[src/rtl/mem_stage.sv]
// mem_stage: memory pipeline stage that sits after the ALU.
// Non-memory ops retire to writeback one cycle after en. LD/ST/PUSH/POP run
// a req/ack bus access, and busy holds the pipeline until the op retires.
// Optional feature macro: MEM_TIMEOUT_EN. When it is defined, an access that
// gets no mem_ack within TIMEOUT cycles is abandoned and bus_err is pulsed.
module mem_stage #(
  parameter int SP_INDEX = 7,
  parameter int TIMEOUT  = 255
) (
  input  logic        clk,
  input  logic        rst,
  input  logic        en,
  input  logic [7:0]  alu_control,
  input  logic [15:0] alu_out,
  input  logic [15:0] alu_mem_data,
  input  logic        alu_write,
  input  logic [15:0] sp_in,
  input  logic [2:0]  rd_addr,
  output logic        busy,
  output logic        done,
  output logic        wb_en,
  output logic [2:0]  wb_addr,
  output logic [15:0] wb_data,
  output logic        sp_wb_en,
  output logic [15:0] sp_wb_data,
  output logic        mem_req,
  output logic        mem_we,
  output logic [15:0] mem_addr,
  output logic [15:0] mem_wdata,
  input  logic [15:0] mem_rdata,
  input  logic        mem_ack,
  output logic        bus_err
);

  // Opcode encodings shared with the ALU's decoder
  localparam logic [7:0] OPC_LD   = 8'h20;
  localparam logic [7:0] OPC_ST   = 8'h21;
  localparam logic [7:0] OPC_PUSH = 8'h22;
  localparam logic [7:0] OPC_POP  = 8'h23;

  localparam logic [2:0] SP_IDX = 3'(SP_INDEX);

  typedef enum logic [1:0] {
    S_IDLE   = 2'd0,
    S_ACCESS = 2'd1,
    S_WB     = 2'd2
  } state_t;

  state_t      r_state;
  state_t      w_state_next;
  logic [7:0]  r_op;
  logic [2:0]  r_rd;
  logic [15:0] r_sp;
  logic        w_is_mem;
  logic        w_start_alu;
  logic        w_start_mem;
  logic        w_ack;
  logic        w_tmo;

  // Decode the incoming op and compute the next FSM state
  always_comb begin
    w_is_mem     = (alu_control == OPC_LD) || (alu_control == OPC_ST) ||
                   (alu_control == OPC_PUSH) || (alu_control == OPC_POP);
    w_start_alu  = (r_state == S_IDLE) && en && !w_is_mem;
    w_start_mem  = (r_state == S_IDLE) && en && w_is_mem;
    w_ack        = (r_state == S_ACCESS) && mem_ack;
    w_state_next = r_state;
    case (r_state)
      S_IDLE:   if (w_start_mem) w_state_next = S_ACCESS;
      S_ACCESS: begin
        if (w_ack)      w_state_next = S_WB;
        else if (w_tmo) w_state_next = S_IDLE;
      end
      S_WB:     w_state_next = S_IDLE;
      default:  w_state_next = S_IDLE;
    endcase
  end

`ifdef MEM_TIMEOUT_EN
  localparam logic [15:0] TMO_LAST = 16'(TIMEOUT - 1);
  logic [15:0] r_tmo_cnt;

  // Count ACCESS cycles that pass without an ack; cleared when an access starts
  always_ff @(posedge clk or posedge rst) begin
    if (rst)                                  r_tmo_cnt <= '0;
    else if (w_start_mem)                     r_tmo_cnt <= '0;
    else if ((r_state == S_ACCESS) && !mem_ack) r_tmo_cnt <= r_tmo_cnt + 16'd1;
  end

  // The count reaches TIMEOUT this cycle; a simultaneous ack takes priority
  assign w_tmo = (r_state == S_ACCESS) && !mem_ack && (r_tmo_cnt == TMO_LAST);
`else
  assign w_tmo = 1'b0;
`endif

  // State register
  always_ff @(posedge clk or posedge rst) begin
    if (rst) r_state <= S_IDLE;
    else     r_state <= w_state_next;
  end

  // Hold the memory op's context for writeback after the access completes
  always_ff @(posedge clk or posedge rst) begin
    if (rst) begin
      r_op <= '0;
      r_rd <= '0;
      r_sp <= '0;
    end else if (w_start_mem) begin
      r_op <= alu_control;
      r_rd <= rd_addr;
      r_sp <= sp_in;
    end
  end

  // Registered outputs; the strobes default low so each one is a single-cycle pulse
  always_ff @(posedge clk or posedge rst) begin
    if (rst) begin
      busy       <= 1'b0;
      done       <= 1'b0;
      wb_en      <= 1'b0;
      wb_addr    <= '0;
      wb_data    <= '0;
      sp_wb_en   <= 1'b0;
      sp_wb_data <= '0;
      mem_req    <= 1'b0;
      mem_we     <= 1'b0;
      mem_addr   <= '0;
      mem_wdata  <= '0;
      bus_err    <= 1'b0;
    end else begin
      done     <= 1'b0;
      wb_en    <= 1'b0;
      sp_wb_en <= 1'b0;
      bus_err  <= 1'b0;
      busy     <= (w_state_next != S_IDLE);
      if (w_start_alu) begin
        done    <= 1'b1;
        wb_en   <= alu_write;
        wb_addr <= rd_addr;
        wb_data <= alu_out;
      end
      if (w_start_mem) begin
        mem_req   <= 1'b1;
        mem_we    <= (alu_control == OPC_ST) || (alu_control == OPC_PUSH);
        mem_addr  <= alu_out;
        mem_wdata <= alu_mem_data;
      end
      if (w_ack) begin
        // Entering WB: read data is captured straight into wb_data
        mem_req    <= 1'b0;
        done       <= 1'b1;
        wb_addr    <= r_rd;
        wb_data    <= mem_rdata;
        sp_wb_data <= r_sp;
        case (r_op)
          OPC_LD:   wb_en <= 1'b1;
          OPC_PUSH: sp_wb_en <= 1'b1;
          OPC_POP: begin
            wb_en    <= 1'b1;
            // Popping into the SP itself: the loaded value wins
            sp_wb_en <= (r_rd != SP_IDX);
          end
          default: ;
        endcase
      end
      if (w_tmo) begin
        mem_req <= 1'b0;
        done    <= 1'b1;
        bus_err <= 1'b1;
      end
    end
  end

endmodule

[config.mk]
export PLATFORM = sky130hd
export DESIGN_NAME = mem_stage
export DESIGN_NICKNAME = d
export VERILOG_FILES = /design/src/rtl/mem_stage.sv
export SDC_FILE = /design/constraint.sdc
export NUM_CORES = 1
export LEC_CHECK = 0
export CORE_MARGIN = 3
export CORE_UTILIZATION = 35
export CTS_BUF_LIST = sky130_fd_sc_hd__clkbuf_8 sky130_fd_sc_hd__clkbuf_16
export CTS_CLUSTER_DIAMETER = 120
export DETAILED_ROUTE_END_ITERATION = 16
export PLACE_DENSITY_LB_ADDON = 0.1
export REMOVE_ABC_BUFFERS = 1
export SYNTH_ARGS = -nofsm -noshare
export SYNTH_HDL_FRONTEND = slang
export SYNTH_SLANG_ARGS = --single-unit
[constraint.sdc]
create_clock -name clk -period 3.4 [get_ports clk]
set_clock_uncertainty 0.2 [all_clocks]
set_input_delay 0.51 -clock clk [delete_from_list [all_inputs] [get_ports clk]]
set_output_delay 0.51 -clock clk [all_outputs]
set_load 0.03 [all_outputs]
# Word-level counts from Yosys, hierarchy flattened
# Cells that the tools add are included.
[word_totals] wordCells=54 output_inout_bits=74 in_bits=80 ff_bits=102
[classes] mux=16 n_reduce_logical=14 n_eq_ne=9
[op_table] cell="8-bit by 6-bit == test with 1-bit output (second input constant)" n=7
[op_table] cell="16-bit two-way mux" n=2
[op_table] cell="1-bit two-way mux" n=8
[op_table] cell="3-bit two-way mux" n=2
[op_table] cell="2-bit nonzero test" n=3
[op_table] cell="1-bit logical AND" n=4
[op_table] cell="1-bit logical OR" n=4
[op_table] cell="2-bit two-way mux" n=2
[op_table] cell="2-bit case mux with 2 select lines" n=1
[op_table] cell="3-bit != test (second input constant)" n=1
[op_table] cell="2-bit by 1-bit == test with 1-bit output (second input constant)" n=1
[op_table] cell="2-bit zero test" n=1
[op_table] cell="1-bit case mux with 2 select lines" n=1
[op_table] cell="2-bit OR reduction" n=1
[op_table] cell="1-bit zero test" n=1

# Logic depth before layout (Yosys ltp)
# Gate-level depths: netlist of the first run.
[depth] ltp_word=9 mapped_depth=6 ltp_nobuf=4

# Worst setup path before layout of the first run
# Ideal clock, no wire load.
[synth_path] path_type="input -> register" from="in alu_control[3]" to="reg mem_addr[0]" setup_slack_ps=917 required_time_ps=3075 setup_ps=125 path_stages=5 t_arrival_ps=2158 path_buffers=2 path_cell_list="or4b_4 -> or4b_1 -> buf_4 -> buf_6 -> mux2_4"
[synth_between] elab_chain_len=5 elab_cells_between_ends=8
[synth_rtl] element="from (decl)" line="13" text="input logic [7:0] alu_control,"
[synth_rtl] element="8-bit by 6-bit == test with 1-bit output" line="62" text="w_is_mem = (alu_control == OPC_LD) || (alu_control == OPC_ST) ||"
[synth_rtl] element="1-bit logical OR (2 in a row)" line="62"
[synth_rtl] element="1-bit logical OR *" line="63" text="(alu_control == OPC_PUSH) || (alu_control == OPC_POP);"
[synth_rtl] element="1-bit logical AND *" line="65" text="w_start_mem = (r_state == S_IDLE) && en && w_is_mem;"
[synth_rtl] element="to (signal assigned)" line="145" text="mem_addr <= alu_out;"
[synth_rtl] element="to (decl)" line="28" text="output logic [15:0] mem_addr,"
# Every way passes the cells marked *; elsewhere a longest branch is shown, timed or not.
# A chain may end at the register's enable or synchronous reset.

# Worst setup path after layout of the first run
[layout_path] from="in alu_control[3]" to="reg r_sp[0]"
[layout_between] elab_chain_len=5 elab_cells_between_ends=8
[layout_rtl] element="8-bit by 6-bit == test with 1-bit output" line="62"
[layout_rtl] element="1-bit logical OR (2 in a row)" line="62"
[layout_rtl] element="1-bit logical OR *" line="63"
[layout_rtl] element="1-bit logical AND *" line="65"
[layout_rtl] element="to (signal assigned)" line="111" text="r_sp <= sp_in;"
[layout_rtl] element="to (decl)" line="53" text="logic [15:0] r_sp;"
# Marked as above.

==> flow_results.org, run 1 <==
** Floorplan
- Number of rows in the core area :: 39
- Pin placement for this block handled 154 I/O pins.
- Measured along the x axis, the die boundary spans 116.7 um.
- Initial core utilization :: 36.61%
- Total Die Area :: 13,620 um2
- Core box area :: 11,710 um2
- The die is 116.7 um tall.

** Worst hold path
- In this run the worst hold path is classified as reg -> reg.

** Synth
- Yosys warning count :: 0
- Share of synthesized area occupied by flip-flops and latches :: 59.53%
- The share of synthesized area in the top cell type comes to 59.53%.
- Commonest register cell after synthesis :: dfrtp_1
- Most frequent cells after synthesis :: dfrtp_1 (102), nand2_1 (88), mux2_4 (51)
- Number of synthesized flops with an enable pin :: 0
- A synthesized cell averages 12.88 um2.
- Summing every instance area after synthesis gives 4288 um2.
- By area the synthesized netlist is led by dfrtp_1 (60%), mux2_4 (18%), nand2_1 (7.7%).
- After technology mapping, the gate count stands at 333.
- Among all cell types in the netlist, the one instantiated most often is dfrtp_1.
- After synthesis, the share of flip-flops with an asynchronous set or reset is 100.0%.
- The biggest area contributor in the post-synthesis netlist is dfrtp_1.
- Post-synth cell types :: 27
- Synthesis-stage register bit count :: 102

** Pwr
- Maximum resistive drop on vdd :: 0.0002165 V
- Summed over all cells, the static leakage comes to 2.984 nW.
- In this run the power density over the cells is 514.1 nW/um2.

** Critical path
- On the worst path, the slowest cell contributes a delay of 0.55 ns.
- For the worst setup path, the data required time is 3.42 ns.
- Slowest stage cell on the critical path :: or4b_4
- The worst setup path is captured at a register.
- Arrival time worst endpoint :: 2.71 ns
- The critical path is of the in -> reg type.
- Cells along the critical path :: clkdlybuf4s50_1 > or4b_4 > or4b_4 > buf_4 > mux2_4
- The worst setup path is launched from an input port.
- Maximum fanout count along the critical path :: 35
- Most Frequent Cell on Critical Path :: or4b_4
- R2r setup slk :: 1.25 ns

** STA
- The number of failing hold endpoints at the final stage came to 0.
- Maximum achievable frequency :: 0.3718 GHz
- Headroom to the max-slew limit came out at 58.68%.
- Period utilisation layout :: 79.10%
- Setup violations remaining at the end of the flow were counted as 0.
- In the post-route analysis, the smallest setup slack over all paths is 0.7106 ns.
- Hold timing on the final database bottoms out at a slack of 0.2745 ns.
- The number of max-slew violations in the final report was 0.
- Pin slew with the least headroom to its limit :: 0.6198 ns
- Final critical delay including setup and external delays :: 2.689 ns
- For the final routed database, the setup TNS stands at 0 ns.
- Setup repair after global routing missed its margin :: false

** Global routing
- Total global routing overflow :: 0
- Tot GR Track Use :: 16.83%
- The number of antenna violations at the first check in global routing came to 0.
- Entering global routing, the biggest net connects 44 pins.
- The number of global-route vias before repair is 3,319.
- The first global-routing pass estimated 17,840 um of wire.

** Layout
- Area growth from synthesis to layout :: 46.10%
- The filler cells instantiated in the layout total 1,041.
- Number of inserted diodes :: 0
- In the final layout, the share of cells above drive strength 1 is 17.21%.
- Final standard cell count with taps included and fillers excluded :: 631
- Nets :: 563

** Clock network
- Max Root-Sink Buffers :: 2
- CTS Buf Count :: 9
- In this run, post-CTS hold repair placed 0 buffers.
- Latest clock arrival within the worst-skew pair :: 0.33 ns
- TritonCTS clock tree :: yes
- Buffer count from post-CTS setup fixing :: 0
- Clock tree synthesis selected as its root buffer the cell clkbuf_16.
- After clock tree synthesis, the clock-pin slew on the worst setup and hold paths is 0.07 ns.
- The H-tree generated during clock tree synthesis spans 3 levels.
- Gates resized during post-CTS repair numbered 0.
- The tree built by TritonCTS fans out to 102 sinks.

** Route
- Using the TritonRoute via totals, the vias-per-cell ratio works out to 4.873.
- First-pass DRT Iterations :: 4
- In the final routed layout, each cell accounts on average for 17.38 um.
- Routed vias :: 3,075
- Iteration-0 DRC count of the detailed router :: 249
- The detail route stage leaves a number of antenna-violating nets equal to 0.
- Number of remaining DRC errors :: 0
- Summed over all layers, the routed wires come to 10,970 um.

** Placement
- Port buffering added 152 buffers.
- Number of placed instances with taps included :: 615
- HPWL reported at the end of detailed placement :: 7396 um
- Routability Congestion :: 0.7659
- At the placement stage, the worst setup path has a slack of 0.3450 ns.

** Run
- Number of max-capacitance violations reported :: 0

** Status
- The run finished with clean final reports.
metal layers:
layer	global-route usage, %	share of wire [%]	up-vias
met3	4.663	7.4	7
met5	0	0	-
li1	-	-	1436
met4	4.664	0.99	0
met1	23.81	47	1521
met2	25.48	45	111
per-stage QoR:
step                      utilization, %  instance area (um2)  total power, mW
final                              53.49                 6265            3.221
after floorplan                        -                 4149            1.811
after global routing               53.49                 6265            3.369
after detailed placement           50.79                 5948            2.159
after global placement             50.79                 5948            2.152
after CTS                          53.49                 6265            3.262
placed cells by master (no fill, tap or decap):
| cell type | synthesis | layout |
|---|---|---|
| and2_1 | 5 | 5 |
| o211ai_1 | 38 | 38 |
| o2bb2ai_1 | 1 | 1 |
| buf_4 | 2 | 9 |
| nor3b_2 | 0 | 1 |
| inv_4 | 0 | 1 |
| dfrtp_1 | 102 | 102 |
| bufinv_16 | 0 | 2 |
| a21oi_1 | 1 | 1 |
| nand2b_1 | 2 | 2 |
| clkbuf_8 | 0 | 1 |
| conb_1 | 1 | 1 |
| o21ai_0 | 1 | 1 |
| buf_12 | 0 | 1 |
| clkinv_2 | 0 | 2 |
| mux2_2 | 3 | 3 |
| or4b_4 | 1 | 2 |
| xor2_1 | 2 | 2 |
| nand3b_1 | 1 | 1 |
| nand2_1 | 88 | 88 |
| clkbuf_16 | 0 | 9 |
| mux2_4 | 51 | 51 |
| inv_1 | 3 | 4 |
| or2_2 | 2 | 2 |
| nor2_1 | 2 | 2 |
| clkdlybuf4s50_1 | 0 | 152 |
| o21a_1 | 1 | 1 |
| nand3_1 | 1 | 1 |
| nand4_1 | 1 | 1 |
| nor4b_1 | 1 | 1 |
report_power, final:
group	switching, mW	total (mW)	internal [mW]
Combinational	0.344	0.719	0.375
Clock	0.429	1.09	0.658
Sequential	0.0741	1.41	1.34
Total	0.848	3.22	2.37
cells by family after synthesis:
family,count (synthesis),synth area share (%)
simple gates,106,10.56
flops,102,59.53
mux,54,18.65
compound gates,42,7.266
buf+inv,26,3.501
xor+xnor,2,0.4086
other cells,1,0.08746
sequential cells by signal (all words and copies together) (netlist names):
name	count
done	1
mem_wdata	16
r_state	2
mem_req	1
wb_addr	3
r_op	8
busy	1
r_sp	16
mem_addr	16
sp_wb_data	16
mem_we	1
wb_en	1
sp_wb_en	1
r_rd	3
wb_data	16
area by class of cell:
type	count	area (um2)	area share, %
clock inverter	6	77.57	1.238
multi-input combinational	205	1594	25.44
tap	143	178.9	2.856
clock buffer	10	239.0	3.815
timing repair buffer	162	1609	25.68
inverter	3	13.76	0.2197
sequential	102	2552	40.74
critical path, delay by kind of cell:
kind,cells,cell delay (ns)
and+or+nand+nor,2,1.08
buffers and inverters,2,0.73
muxes,1,0.37
final timing paths:
check	cells past startpoint	from	to
max	5	alu_control[3]	r_sp[0]
min	2	sp_wb_data[5]	sp_wb_data[5]
max reg2reg	4	r_state[1]	r_sp[0]
min reg2reg	2	sp_wb_data[5]	sp_wb_data[5]
max in group asynchronous	3	rst	r_state[0]
min in group asynchronous	2	rst	mem_wdata[2]
Note: power is estimated with default switching activity, not from simulation.
==> run 2, diff against run 1 <==
- clock period: 3.4 -> 2.45 ns (I/O delays scaled with it)
==> run 2 against run 1 <==
Against the previous run: setup slack got worse by 0.65 ns; cell count shrank 0.16%; final area increased by 0.58%; critical endpoint is now mem_addr[9]; largest cell class unchanged; sequential power is 39% higher; critical path depth did not move; sequential cell count unchanged; largest power group unchanged; routed wire length up 0.58%.
==> flow_results.org, run 2 (synthesis results as in run 1) <==
** Placement
- The congestion estimate from routability-driven global placement came to 0.7574.
- Worst Setup Slack post-DPL :: -0.3259 ns
- The count of buffers added on input and output ports is 152.
- Detailed placement finished with a half-perimeter wire length of 7153 um.
- Placement-stage cell area :: 6011 um2

** Pwr
- Standby leakage power :: 2.990 nW
- Dividing total power by cell area gives a power density of 692.6 nW/um2.
- Maximum resistive drop on vdd :: 0.0002904 V

** STA
- Final critical delay including setup and external delays :: 2.388 ns
- Setup slack closes at 0.06199 ns.
- Headroom to the max-slew limit came out at 63.34%.
- Final Hold Vio Count :: 0
- Pin slew with the least headroom to its limit :: 0.5499 ns
- Finish-stage setup viols :: 0
- Sum of negative setup slack :: 0 ns
- Setup repair after global routing missed its margin :: false
- Period utilisation layout :: 97.47%
- Static timing analysis puts the maximum clock frequency at 0.4188 GHz.
- Fin. max-slew vios :: 0

** Clock network
- Max Root-Sink Buffers :: 2
- Root Driver :: clkbuf_16
- Buffers inserted during clock tree synthesis total 9.
- Clock transition time at the flip-flop clock pins of the worst setup and hold paths :: 0.07 ns
- Clock latency on the worst-skew pair, taken at its later pin, is 0.34 ns.
- TritonCTS built the clock tree.
- Hold-fix buffer count after cts :: 0
- Buffer count from post-CTS setup fixing :: 0
- Number of instances resized during post-cts repair :: 0
- CTS built an H-tree with a depth of 3.
- For this design, the sink count on the clock tree is 102.

** Layout
- Leaving out fill and tap cells, the most frequent cell in the layout is clkdlybuf4s50_1.
- Final instance area :: 6301 um2
- In the layout the commonest cells are clkdlybuf4s50_1 (152), dfrtp_1 (102), nand2_1 (88).
- Area growth from synthesis to layout :: 46.95%
- Number of inserted diodes :: 0
- Nets :: 563
- Fraction of layout cells with a size suffix above 1 :: 17.25%

** Worst hold path
- The worst hold path belongs to the class reg -> reg.
- Counting instances, the worst hold path has a depth of 1.
- The worst hold path terminates at r_op[5].
- Startpoint of the worst hold path :: r_op[5]

** Global routing
- The number of global-route vias before repair came to 3,285.
- The first global-routing pass estimated 17,460 um of wire.
- Tot GR Track Use :: 16.66%
- Pin count of the biggest net entering global routing :: 103
- Antenna violations before repair :: 0
- Total global routing overflow :: 0

** Critical path
- Crit Path Class :: in -> reg
- The worst register-to-register path ends at mem_addr[9].
- In this run the worst path has a maximum fanout of 28.
- Endpoint kind of the worst setup timing path :: register
- RR Startpoint :: r_state[1]
- On the critical path, the stage with the largest delay is an instance of or4b_4.
- Data on the critical path arrives at its endpoint at 2.41 ns.
- For the worst flop-to-flop path, the logic depth is 4.
- For the worst setup path, the data required time is 2.47 ns.
- Traced cell by cell, the critical path runs through clkdlybuf4s50_1 > or4b_4 > or4b_4 > buf_12 > mux2_4.
- Element type at the critical path start :: input port
- Most Frequent Cell on Critical Path :: or4b_4
- For flop-to-flop paths, the worst setup slack is 0.43 ns.
- Crit-path max cell delay :: 0.56 ns

** Status
- Status :: complete, no violations

** Floorplan
- Top-level port count :: 154
- The floorplan has 39 rows.
- Die Span Y :: 116.7 um
- After floorplanning, the core was sized to cover 11,710 um2.
- The floorplan step defined a die boundary enclosing 13,620 um2.
- Initial core utilization :: 36.61%
- Horiz. Die Dim :: 116.7 um

** Route
- Iteration-0 DRC count of the detailed router :: 183
- Summed over all layers, the routed wires come to 11,030 um.
- First-pass DRT Iterations :: 4
- In the routed design, unresolved DRC markers number 0.
- After detailed routing, the average wire length per cell comes to 17.51 um.
- Antenna-violating nets left :: 0
- Routed vias :: 3,061
- Using the TritonRoute via totals, the vias-per-cell ratio works out to 4.859.

** Run
- Max-cap violations in this run came to 0.
==> run 2: cell count changes in the layout (fill, tap and decap cells not counted) <==
cell	previous run	this run
buf_12	1	6
buf_4	9	4
bufinv_16	2	1
clkinvlp_4	0	1
inv_1	4	3
==> run 2: layer usage <==
layer | part of all wire (%) | vias to the layer above | track usage [%]
met5 | 0 | - | 0
met4 | 1.6 | 0 | 6.804
met3 | 6.9 | 15 | 4.145
met2 | 44 | 117 | 24.08
met1 | 48 | 1499 | 23.94
li1 | - | 1430 | -
==> run 2: worst max-delay path by stage <==
stage,start,endpoint,cells after the start
2_1_floorplan,r_state[1],mem_addr[0],3
6_report,alu_control[3],mem_addr[9],5
5_1_grt,alu_control[3],mem_addr[9],5
3_5_place_dp,alu_control[3],mem_wdata[11],5
3_3_place_gp,alu_control[3],mem_wdata[11],5
4_1_cts,alu_control[3],mem_addr[9],5
==> run 2: stage by stage <==
step / power [mW] / util (%) / std cells / hold slack, ns
floorplan: 2.514 / - / 310 / 0.2255
global placement: 2.989 / 51.32 / 615 / 0.2445
detailed placement: 3.002 / 51.32 / 615 / 0.2462
CTS: 4.433 / 53.80 / 630 / 0.2658
global route: 4.581 / 53.80 / 630 / 0.2739
finish: 4.364 / 53.80 / 630 / 0.2674
==> run 2: area by class of cell <==
class | instances | area [um2]
Fill cell | 1034 | 5410
Sequential cell | 102 | 2552
Timing Repair Buffer | 162 | 1672
Multi-Input combinational cell | 205 | 1594
Clock buffer | 10 | 239.0
Tap cell | 143 | 178.9
Clock inverter | 5 | 51.30
Inverter | 3 | 13.76
==> run 2: power by group <==
part	internal [mW]	leakage [nW]	switching (mW)	total, mW
clock network	0.807	0.146	0.593	1.40
registers	1.86	1.35	0.103	1.96
logic	0.524	1.50	0.477	1.00
total	3.19	2.99	1.17	4.36
==> run 2: worst max-delay path, delay by kind of cell <==
family | cells | cell delay [ns]
simple gates | 2 | 1.11
buf+inv | 2 | 0.61
mux | 1 | 0.31
